<file path="src/rtl/sub_pkg.sv">
`default_nettype none
// ============================================================================
//  Module      : sub_pkg
//  Description : Shared definitions for the bit-serial 3-bit subtractor:
//                operand width and the sequencing state encoding.
//  Revision    : 1.0 - initial release
// ============================================================================
package sub_pkg;

    // Operand / result width of the subtractor.
    localparam int SUB_W = 3;

    // Sequencing states. BITi computes result bit i.
    typedef enum logic [2:0] {
        IDLE = 3'd0,
        BIT0 = 3'd1,
        BIT1 = 3'd2,
        BIT2 = 3'd3,
        DONE = 3'd4
    } state_t;

endpackage : sub_pkg
`default_nettype wire

</file>
<file path="src/rtl/full_adder.sv">
`default_nettype none
// ============================================================================
//  Module      : full_adder
//  Description : One-bit full adder. Used time-multiplexed by the serial
//                subtractor (a - b - br == a + ~b + ~br, borrow == ~carry).
//  Ports       : a, b, cin  - addend bits and carry-in
//                sum, cout  - sum bit and carry-out
//  Revision    : 1.0 - initial release
// ============================================================================
module full_adder (
    input  logic a,
    input  logic b,
    input  logic cin,
    output logic sum,
    output logic cout
);

    assign sum  = a ^ b ^ cin;
    assign cout = (a & b) | ((a ^ b) & cin);

endmodule : full_adder
`default_nettype wire

</file>
<file path="src/rtl/subtractor_3b_seq.sv">
`default_nettype none
// ============================================================================
//  Module      : subtractor_3b_seq
//  Description : Bit-serial 3-bit subtractor, LSB first, computing
//                a - b - bin modulo 8 one bit per clock, with the per-bit
//                borrow chain exposed. start/busy/done handshake.
//  Ports       : clock, reset        - clock, synchronous active-high reset
//                start, a, b, bin    - request and operands (latched on accept)
//                busy                - high while BIT0..BIT2
//                done                - one-cycle pulse when results are final
//                diff, bout, neg     - difference, borrow chain, final borrow
//  Revision    : 1.0 - initial release
// ============================================================================
module subtractor_3b_seq
    import sub_pkg::*;
(
    input  logic             clock,
    input  logic             reset,
    input  logic             start,
    input  logic [SUB_W-1:0] a,
    input  logic [SUB_W-1:0] b,
    input  logic             bin,
    output logic             busy,
    output logic             done,
    output logic [SUB_W-1:0] diff,
    output logic [SUB_W-1:0] bout,
    output logic             neg
);

    state_t           r_state;
    state_t           w_state_next;

    logic [SUB_W-1:0] r_a;
    logic [SUB_W-1:0] r_b;
    logic             r_bin;
    logic [SUB_W-1:0] r_diff;
    logic [SUB_W-1:0] r_bout;
    logic             r_neg;

    logic             w_accept;
    logic             w_busy;
    logic             w_a_bit;
    logic             w_b_bit;
    logic             w_br;
    logic             w_sum;
    logic             w_cout;
    logic [SUB_W-1:0] w_diff_upd;
    logic [SUB_W-1:0] w_bout_upd;

    // start is only honoured between operations.
    assign w_accept = start && ((r_state == IDLE) || (r_state == DONE));
    assign w_busy   = (r_state == BIT0) || (r_state == BIT1) || (r_state == BIT2);

    // ------------------------------------------------------------------
    // State register
    // ------------------------------------------------------------------
    always_ff @(posedge clock) begin
        if (reset) begin
            r_state <= IDLE;
        end else begin
            r_state <= w_state_next;
        end
    end

    // ------------------------------------------------------------------
    // Next-state logic
    // ------------------------------------------------------------------
    always_comb begin
        w_state_next = r_state;
        case (r_state)
            IDLE:    w_state_next = start ? BIT0 : IDLE;
            BIT0:    w_state_next = BIT1;
            BIT1:    w_state_next = BIT2;
            BIT2:    w_state_next = DONE;
            DONE:    w_state_next = start ? BIT0 : IDLE;
            default: w_state_next = IDLE;
        endcase
    end

    // ------------------------------------------------------------------
    // Bit selection: the state itself is the bit index. The borrow into
    // bit i is the latched bin for bit 0, else the borrow already stored
    // for bit i-1.
    // ------------------------------------------------------------------
    always_comb begin
        w_a_bit = 1'b0;
        w_b_bit = 1'b0;
        w_br    = 1'b0;
        case (r_state)
            BIT0: begin
                w_a_bit = r_a[0];
                w_b_bit = r_b[0];
                w_br    = r_bin;
            end
            BIT1: begin
                w_a_bit = r_a[1];
                w_b_bit = r_b[1];
                w_br    = r_bout[0];
            end
            BIT2: begin
                w_a_bit = r_a[2];
                w_b_bit = r_b[2];
                w_br    = r_bout[1];
            end
            default: begin
                w_a_bit = 1'b0;
                w_b_bit = 1'b0;
                w_br    = 1'b0;
            end
        endcase
    end

    // Subtraction through the adder: a - b - br == a + ~b + ~br, and the
    // borrow out is the complement of the carry out.
    full_adder u_full_adder (
        .a    (w_a_bit),
        .b    (~w_b_bit),
        .cin  (~w_br),
        .sum  (w_sum),
        .cout (w_cout)
    );

    // Result vectors with the current bit slot replaced.
    always_comb begin
        w_diff_upd = r_diff;
        w_bout_upd = r_bout;
        case (r_state)
            BIT0: begin
                w_diff_upd[0] = w_sum;
                w_bout_upd[0] = ~w_cout;
            end
            BIT1: begin
                w_diff_upd[1] = w_sum;
                w_bout_upd[1] = ~w_cout;
            end
            BIT2: begin
                w_diff_upd[2] = w_sum;
                w_bout_upd[2] = ~w_cout;
            end
            default: begin
                w_diff_upd = r_diff;
                w_bout_upd = r_bout;
            end
        endcase
    end

    // ------------------------------------------------------------------
    // Operand latches and result registers
    // ------------------------------------------------------------------
    always_ff @(posedge clock) begin
        if (reset) begin
            r_a    <= '0;
            r_b    <= '0;
            r_bin  <= 1'b0;
            r_diff <= '0;
            r_bout <= '0;
            r_neg  <= 1'b0;
        end else if (w_accept) begin
            r_a    <= a;
            r_b    <= b;
            r_bin  <= bin;
            r_diff <= '0;
            r_bout <= '0;
            r_neg  <= 1'b0;
        end else if (w_busy) begin
            r_diff <= w_diff_upd;
            r_bout <= w_bout_upd;
            if (r_state == BIT2) begin
                r_neg <= ~w_cout;
            end
        end
    end

    // ------------------------------------------------------------------
    // Outputs
    // ------------------------------------------------------------------
    assign busy = w_busy;
    assign done = (r_state == DONE);
    assign diff = r_diff;
    assign bout = r_bout;
    assign neg  = r_neg;

endmodule : subtractor_3b_seq
`default_nettype wire

</file>
<file path="config.mk">
export PLATFORM = sky130hd
export DESIGN_NAME = subtractor_3b_seq
export DESIGN_NICKNAME = d
export VERILOG_FILES = /design/src/rtl/sub_pkg.sv /design/src/rtl/full_adder.sv /design/src/rtl/subtractor_3b_seq.sv
export SDC_FILE = /design/constraint.sdc
export NUM_CORES = 1
export LEC_CHECK = 0
export ABC_CLOCK_PERIOD_IN_PS = 1800
export BUFFER_PORTS_ARGS = -buffer_cell sky130_fd_sc_hd__buf_2
export CAP_MARGIN = 5
export CORE_MARGIN = 2
export CORE_UTILIZATION = 48
export CTS_BUF_LIST = sky130_fd_sc_hd__clkbuf_8
export DETAILED_ROUTE_END_ITERATION = 7
export HOLD_SLACK_MARGIN = 0.05
export PLACE_DENSITY = 0.79
export SLEW_MARGIN = 5
export SYNTH_ARGS = -nofsm -noshare
export SYNTH_HDL_FRONTEND = slang
export SYNTH_HIERARCHICAL = 1
export SYNTH_SLANG_ARGS = --single-unit
</file>
<file path="constraint.sdc">
create_clock -name clock -period 1.8 [get_ports clock]
set_clock_uncertainty 0.1 [all_clocks]
set_input_delay 0.18 -clock clock [delete_from_list [all_inputs] [get_ports clock]]
set_output_delay 0.18 -clock clock [all_outputs]
set_load 0.02 [all_outputs]
</file>
; ---- Word-level counts from Yosys, hierarchy flattened
; Cells that the tools add are included.
; Widths: inputs -> output; s select.
[totals]
latch_bits = 0
regBits = 16
input_bits = 10
ramBits = 0
rom_bits = 0
memories = 0
[classes]
mux = 5
n_eq_ne = 4
multipliers = 0
n_reduce_logical = 10
div_mod_pow = 0
n_lt_le_gt_ge = 0
shifts = 0
addsub = 0
n_bitwise = 8
[op_table]
columns = op, count
row1 = $pmux 3 s4, 1
row2 = $pmux 1 s3, 3
row3 = $eq 3x2->1 const B, 2
row4 = $reduce_and 2->1, 3
row5 = $reduce_or 2->1, 2
row6 = $eq 3x1->1 const B, 1
row7 = $eq 3x3->1 const B, 1
row8 = $logic_not 3->1, 1
row9 = $logic_or 1x1->1, 3
row10 = $not 1->1, 3
row11 = $and 1x1->1, 2
row12 = $xor 1x1->1, 2
row13 = $logic_and 1x1->1, 1
row14 = $mux 1, 1
row15 = $or 1x1->1, 1

; ---- Depth between registers and ports, before layout
; Gate-level depths: netlist (run 1).
[logic_depth]
ltp_word = 7
depth_mapped = 7
depth_no_buf = 6

; ---- Modules after synthesis
; The synthesis (run 1) kept the hierarchy.
[modules_own_cells]
columns = module, area_each_um2, cells_per_inst, n_inst, seq_area_each_um2
row1 = subtractor_3b_seq, 737.0, 72, 1, 320.3
row2 = full_adder, 20.0, 1, 1, 0.0

; ---- Worst setup path after synthesis (run 1)
; OpenSTA, ideal clock, no wires.
[synth_path]
path_type = register to register
from = register r_state[0]
to = register r_diff[0] (netlist: diff[0])
path_stages_with_launch = 8
arrival_ns = 1.722
path_slack_ns = -0.137
synth_period_minus_slack_ns = 1.937
path_cell_list = dfxtp_1 -> buf_4 -> mux2_2 -> a22oi_1 -> nor2_1 -> fa_1 -> mux2i_1 -> nor2_1
[synth_between]
word_cells_on_any_way = 18
cone_classes = eq/ne: 4 / mux: 3 / bitwise: 4 / reduce/logical: 7
[synth_lines]
columns = element, line
row1 = from (decl), subtractor_3b_seq.sv:30  ; state_t r_state;
row2 = from (signal assigned), subtractor_3b_seq.sv:61  ; r_state <= w_state_next;
row3 = $eq 3x2->1 or $eq 3x1->1 (tied branches), subtractor_3b_seq.sv:89  ; case (r_state)
row4 = $pmux 1 s3 (*), subtractor_3b_seq.sv:89
row5 = named net w_a_bit, subtractor_3b_seq.sv:42  ; logic w_a_bit;
row6 = $xor 1x1->1 (*) (2 in series), full_adder.sv:18  ; assign sum = a ^ b ^ cin;
row7 = named net w_sum, subtractor_3b_seq.sv:45  ; logic w_sum;
row8 = to (signal assigned), subtractor_3b_seq.sv:166  ; r_diff <= w_diff_upd;
row9 = to (decl), subtractor_3b_seq.sv:36  ; logic [SUB_W-1:0] r_diff;
; The timed path passes the listed nets; every way through them passes the cells marked *.
; A chain may end at the register's enable or synchronous reset.

; ---- Worst setup path after layout (run 1)
[layout_path]
from = register r_state[0]
to = register r_diff[1] (netlist: diff[1])
[layout_between]
elab_chain_len = 5
word_cells_on_any_way = 18
cone_classes = eq/ne: 4 / mux: 3 / bitwise: 4 / reduce/logical: 7
[layout_rtl]
columns = element, line
row1 = $eq 3x2->1 or $eq 3x1->1 (tied branches), subtractor_3b_seq.sv:89
row2 = $pmux 1 s3, subtractor_3b_seq.sv:89
row3 = $not 1->1, subtractor_3b_seq.sv:117  ; .b (~w_b_bit),
row4 = $xor 1x1->1, full_adder.sv:18
row5 = $xor 1x1->1 (*), full_adder.sv:18
row6 = named net w_sum, subtractor_3b_seq.sv:45
; Marked as above.

==> flow_results.org, run 1 <==
** Timing
- Slew of the pin with the lowest slew margin :: between 0.2 and 0.3 ns
- Final hold violation count :: 0
- For the finished layout, the period the worst path requires is roughly 1.8 ns.
- In the finished design, the share of the clock period the worst path needs comes to 1.01.
- Max Clk Rate :: about 550 MHz
- Setup violations remaining at the end of the flow were counted as 3.
- Max-Slew Margin vs Limit :: 0.816
- Final-report max-slew violation count :: 0
- Setup repair after global routing could not meet its margin everywhere.
- Final critical-path setup slack :: -0.0246 ns
- Summed over all failing endpoints, the final setup total negative slack is -0.0495 ns.

** Global route
- Number of global-route vias before repair :: 565
- Aggregate global-route resource usage :: 0.184
- After global routing the overflow that remains totals 0.
- Initial antenna violation count :: 0
- First-pass GRT wire length :: 2.56 mm
- Pin count of the biggest net entering global routing :: 12

** Critical path
- Setup slack on the worst reg-to-reg path comes out at -0.02 ns.
- Worst endpoint data arrival time :: 1.85 ns
- STA classifies the critical path startpoint as a flip-flop.
- Element type at the critical path end :: flip-flop
- The worst register-to-register path ends at diff[1].
- In this run the worst path has a maximum fanout of 5.
- At the worst endpoint, the required time is 1.83 ns.
- The worst register-to-register path begins at r_state[0].
- Count of cells along the worst register-to-register path :: 6
- First element of the critical path :: r_state[0]
- On the worst path, the slowest cell contributes a delay of 0.46 ns.
- Worst path cell trace :: mux2_4 > a22o_1 > nand2_1 > fa_1 > mux2i_1 > nor2_1
- The critical path in this run is classified as reg -> reg.
- Slowest cell on crit path :: fa_1

** Hold path
- Hold Path End :: r_a[0]
- Cell depth of the worst hold path :: 3
- Path class of the lowest-slack min-delay path :: in -> reg
- The worst hold path begins at a[0].

** Place
- Routability-driven placement finished with a final weighted congestion of a little under 0.8.
- Detail Placement HPWL :: 1.16 mm
- Input and output buffers added on the ports amount to 18.

** Clocking
- The clock reaches the later pin of the worst-skew pair after ~0.24 ns.
- TritonCTS created 3 clock buffers.
- Clk sinks :: 16
- Clock Tree Root :: clkbuf_8
- TritonCTS built the clock tree.
- H-tree depth :: 1
- # hold bufs at CTS :: 0
- Clock-pin slew was measured on the worst setup and hold paths at 0.06 ns.
- In this run the post-CTS setup repair buffer count came out at 0.
- The longest clock path from root to sink contains 2 buffers.

** Die
- The initial utilization of the core area, before any placement, comes to 0.508.
- Num rows :: 14
- Number of top-level pins :: 19
- Vertical extent of the die :: roughly 44 microns
- The floorplan step defined a die boundary enclosing 1910 sq um.
- The region available for standard cell placement spans 1490 sq um.
- From left edge to right edge, the die measures 43.7 microns.

** Final layout
- Compared with the post-synthesis result, the final layout area differs by 24.8%.
- Final Net Count :: 105
- Final core utilization :: 0.634
- Antenna diode count :: 0
- Commonest cells after routing, fill and taps aside :: 18 x buf_2, 16 x nor2_1, 15 x dfxtp_1, 11 x mux2i_1, 4 x clkbuf_8
- Fraction of layout cells with a size suffix above 1 :: 0.398
- Commonest non-fill, non-tap cell in the layout :: buf_2

** Status
- The flow ran to the end, but the final reports show violations.
- The checks that failed: negative setup slack.

** Power and ir drop
- Across the VDD grid, the largest voltage drop is 679 uV.
- For this design the static power due to leakage is 0.407 nW.
- Power density relative to cell area :: around 950 nW/um^2
- Post-route total power :: between 0.0008 and 0.0009 W

** Logic synthesis
- Post-Synthesis Net Count :: 84
- The share of the Yosys chip area taken by registers is 0.423.
- After synthesis the netlist holds a flip-flop and latch count of 16.
- Number of synthesized flops with an enable pin :: 0
- Cell types occupying the most area after synthesis :: dfxtp_1 42%, mux2i_1 15%, nor2_1 7.9%
- Each instance of the synthesized netlist takes up on average 10.4 sq um.
- The synthesized netlist contains 22 unique library cells.
- In the synthesized netlist the async set-or-reset flop fraction comes to 0.
- Yosys printed 6 warnings.
- Counting every instance in the synthesized netlist gives 73.
- For this run, the leading register cell type out of synthesis is dfxtp_1.
- Fraction of post-synthesis cell area in the top cell type by area :: 0.423
- Of all cell types, the one taking the most synthesized area is dfxtp_1.
- After synthesis the cells add up to 757 sq um.

** Detailed routing
- After detailed routing, the number of vias per cell comes to 5.24.
- Per-cell routed wire length :: 14.0 microns
- In the routed design, unresolved DRC markers number 0.
- First-iteration detailed-routing DRC count :: 8
- First drt pass iteration count :: 4
- Summed over all layers, the routed wires come to 1.52 mm.
- In this run the remaining antenna-violating nets after routing total 0.
- Across all layers, the routed design uses 571 vias.

** Flow run
- Count of max-cap constraint violations :: 0
-- flip-flops by register name (all words and copies together) (netlist names) --
signal,flops
diff,3
r_state,3
r_a,3
r_b,3
r_bin,1
neg,1
bout,2
-- kinds of logic (layout without fill, tap and decap cells) --
logic type               Yosys count  after routing  synth area share
AND/OR/NAND/NOR                   28             28             0.205
flip-flops                        16             16             0.423
multiplexers                      14             14             0.190
buffers and inverters              7             27            0.0611
AO/OA/AOI/OAI                      6              6            0.0827
adder cells (fa/ha/maj)            1              1            0.0264
XOR/XNOR                           1              1            0.0116
-- cell usage after synthesis (2+ instances only) --
cell type  number
dfxtp_1        16
nor2_1         16
mux2i_1        11
a211oi_2        3
buf_4           3
nor3_1          3
a22o_1          2
mux2_2          2
nand2_1         2
nor2b_1         2
nor3b_4         2
-- power breakdown --
part | switching (W) | internal, W | total (W)
sequential | 0.0000201 | 0.000377 | 0.000397
clock | 0.000115 | 0.000194 | 0.000309
combinational | 0.0000951 | 0.0000923 | 0.000187
total | 0.000231 | 0.000663 | 0.000894
-- how the worst max path moves through the flow --
| stage | endpoint | cells after the start |
|---|---|---|
| final | diff[1] | 6 |
| after global routing | diff[0] | 6 |
| after CTS | diff[1] | 6 |
| after detailed placement | diff[1] | 6 |
| after global placement | diff[2] | 6 |
| after floorplan | diff[0] | 7 |
-- critical path: cells and delay by family (launching register included) --
kind                       cells  cell delay [ns]
and+or+nand+nor                2             0.14
AOI/OAI and AO/OA              1             0.18
DFF                            1             0.38
muxes                          2             0.46
adders and majority gates      1             0.46
-- stage by stage --
step	setup WS, ns	instances	hold slack, ns	cell area, sq um
2_1_floorplan	-0.0316	73	0.227	769
3_3_place_gp	-0.0150	105	0.315	876
3_5_place_dp	-0.0392	105	0.322	876
4_1_cts	-0.00993	109	0.0699	945
5_1_grt	-0.0770	109	0.0749	945
6_report	-0.0246	109	0.0710	945
-- area by class of cell --
type                    count  area (sq um)
fillers                   117           544
clock buffers               4          55.1
flip-flops and latches     16           324
repair buffers             22           133
multi-input cells          50           409
inverters                   1          3.75
well taps                  16          20.0
-- repair_timing --
action                     CTS  global route
gates resized for setup      4             0
pin swaps                    3             1
setup endpoints to repair    4             4
-- metal layers --
metal / wire [microns] / share of wire / GRT usage
met5: 0 / 0 / 0
met4: 0 / 0 / 0.0606
met3: 88 / 0.058 / 0.0708
met2: 738 / 0.48 / 0.279
met1: 698 / 0.46 / 0.241
(Power assumes the default switching activity.)
==> run 2: changes to the inputs <==
--- a/config.mk
+++ b/config.mk
@@ -6,14 +6,15 @@
 export NUM_CORES = 1
 export LEC_CHECK = 0
 export ABC_CLOCK_PERIOD_IN_PS = 1800
-export BUFFER_PORTS_ARGS = -buffer_cell sky130_fd_sc_hd__buf_2
 export CAP_MARGIN = 5
 export CORE_MARGIN = 2
-export CORE_UTILIZATION = 48
+export CORE_UTILIZATION = 57
 export CTS_BUF_LIST = sky130_fd_sc_hd__clkbuf_8
 export DETAILED_ROUTE_END_ITERATION = 7
+export DONT_BUFFER_PORTS = 1
+export GPL_ROUTABILITY_DRIVEN = 0
 export HOLD_SLACK_MARGIN = 0.05
-export PLACE_DENSITY = 0.79
+export PLACE_DENSITY = 0.78
 export SLEW_MARGIN = 5
 export SYNTH_ARGS = -nofsm -noshare
 export SYNTH_HDL_FRONTEND = slang
==> flow_results.org, run 2 (same netlist as run 1, synthesis figures left out) <==
** Status
- Result of the run :: finished with violations
- Failing checks :: negative setup slack

** Detailed routing
- Drc violations :: 0 (unchanged)
- Overall via count from detail_route :: 557 (-2.5%)
- Per-cell routed wire length :: 14.1 microns (+1.0%)
- The number of violations reported at the end of detailed-routing iteration 0 came to 3 (-5).
- Aggregate routed wire length :: 1.48 mm (-2.7%)
- The average via count per standard cell came to 5.30 (+1.3%).
- First drt pass iteration count :: 4 (unchanged)
- Number of antenna-violating nets in the routed design :: 0 (unchanged)

** Timing
- The worst path setup slack after routing is -0.00550 ns (+0.0191 ns).
- Final-report max-slew violation count :: 0 (unchanged)
- The relative slew slack was 0.721 (-0.0955).
- Final setup violating endpoints :: 2 (-1)
- Slew of the pin with the lowest slew margin :: 0.418 ns (+0.143 ns)
- The clock period minus final worst setup slack was 1.81 ns (-0.0191 ns).
- The final period utilization was 1.00 (-0.0106).
- The fmax came to 554 MHz (+1.1%).
- Final hold violation count :: 0 (unchanged)
- RSZ-0062 raised after global routing :: true

** Die
- The floorplan die width is 40.4 microns (-7.5%).
- Floorplan Core Area :: 1270 sq um (-15%)
- The die boundary height is 40.4 microns (-7.5%).
- The starting density of the core is 0.597 (+0.0882).
- Number of top-level pins :: 19 (unchanged)
- The overall die area was 1640 sq um (-14%).
- Num rows :: 13 (-1)

** Clocking
- Clock-pin transition on the worst setup and hold timing paths :: 0.06 ns (about the same)
- Number of buffers on the longest clock path :: 2 (unchanged)
- H-tree depth :: 1 (unchanged)
- Clk sinks :: 16 (unchanged)
- Total CTS buffers :: 3 (unchanged)
- The cell sitting at the root of the clock tree is a clkbuf_8.
- TritonCTS built the clock tree.
- The latest clock arrival within the worst-skew pair came to 0.24 ns (about the same).

** Place
- The count of buffers from port buffering came to 0 (-18).
- Setup WS pre-CTS :: -0.0678 ns (-0.0285 ns)
- The sum of net half-perimeters after detailed placement came to 1.01 mm (-12%).
- The cell count after placement came to 91 (-13%).

** Power and ir drop
- Power density relative to cell area :: 915 nW/um^2 (-3.3%)
- The worst-case vdd ir drop was 731 uV (+7.6%).
- Standby leakage power :: 0.388 nW (-4.7%)

** Hold path
- The min-delay analysis places its worst path in the category in -> reg.

** Critical path
- The critical path required time was 1.83 ns (about the same).
- Element type at the critical path end :: flip-flop
- Setup crit start kind :: flip-flop
- Worst endpoint data arrival time :: 1.84 ns (about the same)
- Crit path max fanout :: 5 (unchanged)
- Critical path type :: reg -> reg

** Final layout
- The non-filler instance count after layout came to 105 (-3.7%).
- Fraction of layout cells with a size suffix above 1 :: 0.311 (-0.0867)
- From synthesis to final layout, the design area changed by 29.9%.
- Leaving out fill and tap cells, the most frequent cells in the layout are 15 x nor2_1, 15 x dfxtp_1, 11 x mux2i_1, 10 x buf_4, 9 x dlygate4sd3_1.
- Antenna diode count :: 0 (unchanged)
- Final Net Count :: 102 (-2.9%)
- Filler cell count :: 80 (-32%)

** Global route
- Pin count of the biggest net entering global routing :: 11 (-1)
- The overflow left after global routing came to 0 (unchanged).
- The initial antenna violation count is 0 (unchanged).
- The global-route usage over all layers is 0.223 (+0.0388).
- Number of global-route vias before repair :: 512 (-9.4%)
- First-pass GRT wire length :: 2.31 mm (-9.7%)

** Flow run
- The number of max-cap violations came to 0 (unchanged).
==> run 2: timing repair <==
action                                  CTS  global route
hold endpoints to repair                 10             0
pin swaps                                 3             3
hold buffers                              9             0
setup buffers                             1             0
endpoints found under the setup margin    3             6
gates resized for setup                   4             3
==> run 2: path summary, 6_finish.rpt <==
kind	startpoint	to	slack, ns	cells past startpoint
worst max-delay path	r_state[0]	diff[0]	-0.005	6
worst min-delay path	reset	bout[1]	0.16	2
worst max register to register	r_state[0]	diff[0]	-0.005	6
worst min register to register	r_b[0]	r_b[0]	0.41	2
==> run 2: cell type report <==
class                           count  area [sq um]  area share
Tap cell                           15          18.8      0.0191
Inverter                            1          3.75     0.00382
Multi-Input combinational cell     50           417       0.424
Timing Repair Buffer               19           165       0.168
Sequential cell                    16           324       0.330
Clock buffer                        4          55.1      0.0560
==> run 2: routing by layer <==
| layer | routed length, microns | vias to the layer above | GRT usage |
|---|---|---|---|
| met5 | 0 | - | 0 |
| met4 | 31 | 0 | 0.0750 |
| met3 | 43 | 4 | 0.0667 |
| met2 | 746 | 12 | 0.373 |
| met1 | 662 | 253 | 0.269 |
| li1 | - | 288 | - |
==> run 2: worst max-delay path: stages, from the launching register on <==
cell,delay [ns]
dfxtp_4,0.38
mux2_4,0.30
a22o_1,0.19
nand2_2,0.08
fa_2,0.44
mux2i_1,0.15
nor2_1,0.05
==> run 2: per-stage QoR <==
stage / power (W) / hold slack [ns] / util / TNS, ns / instance area, sq um
after floorplan: 0.000540 / 0.227 / - / -0.0947 / 769
after global placement: 0.000560 / 0.153 / 0.638 / -0.0408 / 810
after detailed placement: 0.000566 / 0.155 / 0.638 / -0.167 / 810
after global routing: 0.000940 / 0.174 / 0.775 / -0.173 / 983
after CTS: 0.000895 / 0.162 / 0.767 / -0.0430 / 973
final: 0.000900 / 0.157 / 0.775 / -0.00932 / 983
==> run 2: power breakdown <==
part           internal, W  total [W]  switching (W)
registers         0.000377   0.000398      0.0000203
clock network     0.000194   0.000312       0.000118
logic            0.0000988   0.000191      0.0000918
total             0.000670   0.000900       0.000231
==> run 3: changes to the inputs <==
--- a/config.mk
+++ b/config.mk
@@ -6,15 +6,13 @@
 export NUM_CORES = 1
 export LEC_CHECK = 0
 export ABC_CLOCK_PERIOD_IN_PS = 1800
-export CAP_MARGIN = 5
-export CORE_MARGIN = 2
-export CORE_UTILIZATION = 57
+export BUFFER_PORTS_ARGS = -buffer_cell sky130_fd_sc_hd__buf_2
+export CORE_UTILIZATION = 48
 export CTS_BUF_LIST = sky130_fd_sc_hd__clkbuf_8
 export DETAILED_ROUTE_END_ITERATION = 7
-export DONT_BUFFER_PORTS = 1
 export GPL_ROUTABILITY_DRIVEN = 0
 export HOLD_SLACK_MARGIN = 0.05
-export PLACE_DENSITY = 0.78
+export PLACE_DENSITY = 0.79
 export SLEW_MARGIN = 5
 export SYNTH_ARGS = -nofsm -noshare
 export SYNTH_HDL_FRONTEND = slang
==> flow_results.org, run 3 (same netlist as run 1, synthesis figures left out) <==
** Flow run
- The number of max-cap violations was 0 (unchanged).

** Global route
- The global-route usage over all layers is 0.205 (-0.0179).
- The number of global-route vias before repair is 564 (+10%).
- The global-route wire length before repair is 2.65 mm (+15%).
- The initial antenna violation count was 0 (unchanged).
- The overflow left after global routing came to 0 (unchanged).
- The largest net degree at the start of global routing is 12 (+1).

** Timing
- The worst path setup slack after routing was -0.0877 ns (-0.0822 ns).
- The number of endpoints with negative hold slack in the final report was 0 (unchanged).
- Max Clk Rate :: 530 MHz (-4.4%)
- The count of endpoints failing setup in the final report came to 3 (+1).
- Worst hold slack :: 0.0583 ns (-0.0987 ns)
- Final-report max-slew violation count :: 0 (unchanged)
- RSZ-0062 raised after global routing :: true
- The measured slew at the worst slew-check pin is 0.272 ns (-0.146 ns).
- Post-Route Setup TNS :: -0.222 ns (-0.213 ns)
- Final cycle utilization of the critical path :: 1.05 (+0.0457)
- The relative slew slack is 0.819 (+0.0980).
- Minimum clock period after layout :: 1.89 ns (+0.0822 ns)

** Detailed routing
- Drc violations :: 0 (unchanged)
- First-iteration detailed-routing DRC count :: 27 (+24)
- Overall via count from detail_route :: 605 (+8.6%)
- The average via count per standard cell came to 5.50 (+3.7%).
- The length of the first detailed-routing pass in iterations came to 4 (unchanged).
- Aggregate routed wire length :: 1.59 mm (+7.2%)
- The wire length per cell after detailed routing is 14.5 microns (+2.3%).
- The post-route antenna net violation count came to 0 (unchanged).

** Die
- Vertical extent of the die :: 41.7 microns (+3.1%)
- The overall die area is 1740 sq um (+6.4%).
- The cell row count was 13 (unchanged).
- The core region area was 1380 sq um (+9.0%).
- Chip Width :: 41.7 microns (+3.1%)
- The starting density of the core is 0.548 (-0.0491).
- Number of top-level pins :: 19 (unchanged)

** Clocking
- # hold bufs at CTS :: 0 (-9)
- TritonCTS built the clock tree.
- The root buffer cell chosen for the clock tree is clkbuf_8.
- The total number of clock tree sinks came to 16 (unchanged).
- The total CTS buffers was 3 (unchanged).
- The deepest level of the CTS H-tree is 1 (unchanged).
- The maximum clock insertion buffer count came to 2 (unchanged).
- The latest clock arrival within the worst-skew pair is 0.25 ns (about the same).
- Clock-pin transition on the worst setup and hold timing paths :: 0.06 ns (about the same)

** Power and ir drop
- Clock Power Share :: 0.355 (+0.008)
- The share of total power consumed by net switching is 0.264 (+0.00831).
- The internal power was 0.000662 W (-1.2%).
- The leakage power figure is 0.412 nW (+6.3%).
- The sequential share of power is 0.440 (-0.002).
- Power density relative to cell area :: 953 nW/um^2 (+4.2%)
- The power spent charging and discharging nets was 0.000238 W (+3.2%).
- The worst-case vdd ir drop came to 630 uV (-14%).
- The fraction of power consumed by combinational cells was 0.205 (-0.007).

** Place
- Placed instance count :: 105 (+15%)
- Placed cell area :: 870 sq um (+7.4%)
- The count of buffers from port buffering came to 18 (+18).

** Critical path
- Critical path type :: reg -> reg
- Count of cells along the worst register-to-register path :: 6 (unchanged)
- The critical path required time came to 1.83 ns (about the same).
- The maximum fanout count along the critical path came to 5 (unchanged).
- Critical path buffer and inverter count :: 0 (unchanged)
- Worst endpoint data arrival time :: 1.92 ns (+0.08 ns)
- Element type at the critical path end :: flip-flop
- Setup crit start kind :: flip-flop
- The signal on the critical path passes through mux2_4 > a22o_1 > nand2_2 > fa_1 > mux2i_1 > nor2_1.
- The slowest stage of the critical path belongs to the cell fa_1.
- The worst register-to-register path begins at r_state[0].
- Destination of the worst register-to-register timing path :: diff[2]
- Among cell families on the critical path, the largest total delay comes from multiplexers.
- Crit path largest cell delay :: 0.45 ns (about the same)
- Worst reg-to-reg setup slack :: -0.09 ns (-0.08 ns)
- First element of the critical path :: r_state[0]

** Final layout
- Commonest cells after routing, fill and taps aside :: 18 x buf_2, 16 x nor2_1, 15 x dfxtp_1, 11 x mux2i_1, 6 x buf_4
- The post-layout net count was 107 (+4.9%).
- Final core utilization :: 0.682 (-0.0928)
- Final non-filler cell area :: 943 sq um (-4.1%)
- Fraction of layout cells with a size suffix above 1 :: 0.411 (+0.0994)
- Antenna diode count :: 0 (unchanged)
- The non-filler instance count after layout is 110 (+4.8%).
- Filler cell count :: 108 (+35%)
- Commonest non-fill, non-tap cell in the layout :: buf_2
- Synthesis-to-layout area growth :: 24.6%

** Hold path
- Path class of the lowest-slack min-delay path :: in -> reg
- Hold Path End :: r_a[0]
- The worst hold path begins at a[0].
- Cell depth of the worst hold path :: 3 (+1)

** Status
- The flow ran to the end, but the final reports show violations.
- Failing checks :: negative setup slack
run 3: cell type report:
cell class / count / area [sq um] / share of cell area
clock buffers: 4 / 55.1 / 0.0584
well taps: 15 / 18.8 / 0.0199
multi-input cells: 50 / 407 / 0.431
inverters: 1 / 3.75 / 0.00398
repair buffers: 24 / 135 / 0.143
flip-flops and latches: 16 / 324 / 0.344
run 3: tightest hold or removal path, cell delays in order:
cell     delay [ns]
buf_2          0.07
mux2i_1        0.05
nor2_1         0.07
run 3: power groups by stage:
stage               logic [W]  clock network (W)  registers, W
finish               0.000184           0.000319      0.000396
global route         0.000202           0.000330      0.000398
CTS                  0.000184           0.000319      0.000395
detailed placement   0.000175                  0      0.000403
global placement     0.000170                  0      0.000402
floorplan            0.000137                  0      0.000403
run 3: worst max-delay path by stage:
stage,end,depth (start not counted)
after floorplan,diff[0],7
after global placement,diff[0],6
after detailed placement,diff[2],6
after CTS,diff[2],6
after global routing,diff[2],6
final,diff[2],6
run 3: layer usage:
metal	up-vias	track usage	share of wire
met2	23	0.334	0.48
li1	292	-	-
met5	-	0	0
met1	283	0.256	0.43
met3	7	0.0435	0.055
met4	0	0.0968	0.030
run 3: timing repair:
item / 4_1_cts / 5_1_grt
setup endpoints to repair: 6 / 6
pin swaps: 2 / 4
gates resized for setup: 3 / 1
setup buffers: 1 / 0
run 3: stage by stage:
step | setup WS [ns] | total power, W
5_1_grt | -0.158 | 0.000929
3_5_place_dp | -0.126 | 0.000578
6_report | -0.0877 | 0.000899
3_3_place_gp | -0.0346 | 0.000572
2_1_floorplan | -0.0316 | 0.000540
4_1_cts | -0.0835 | 0.000898
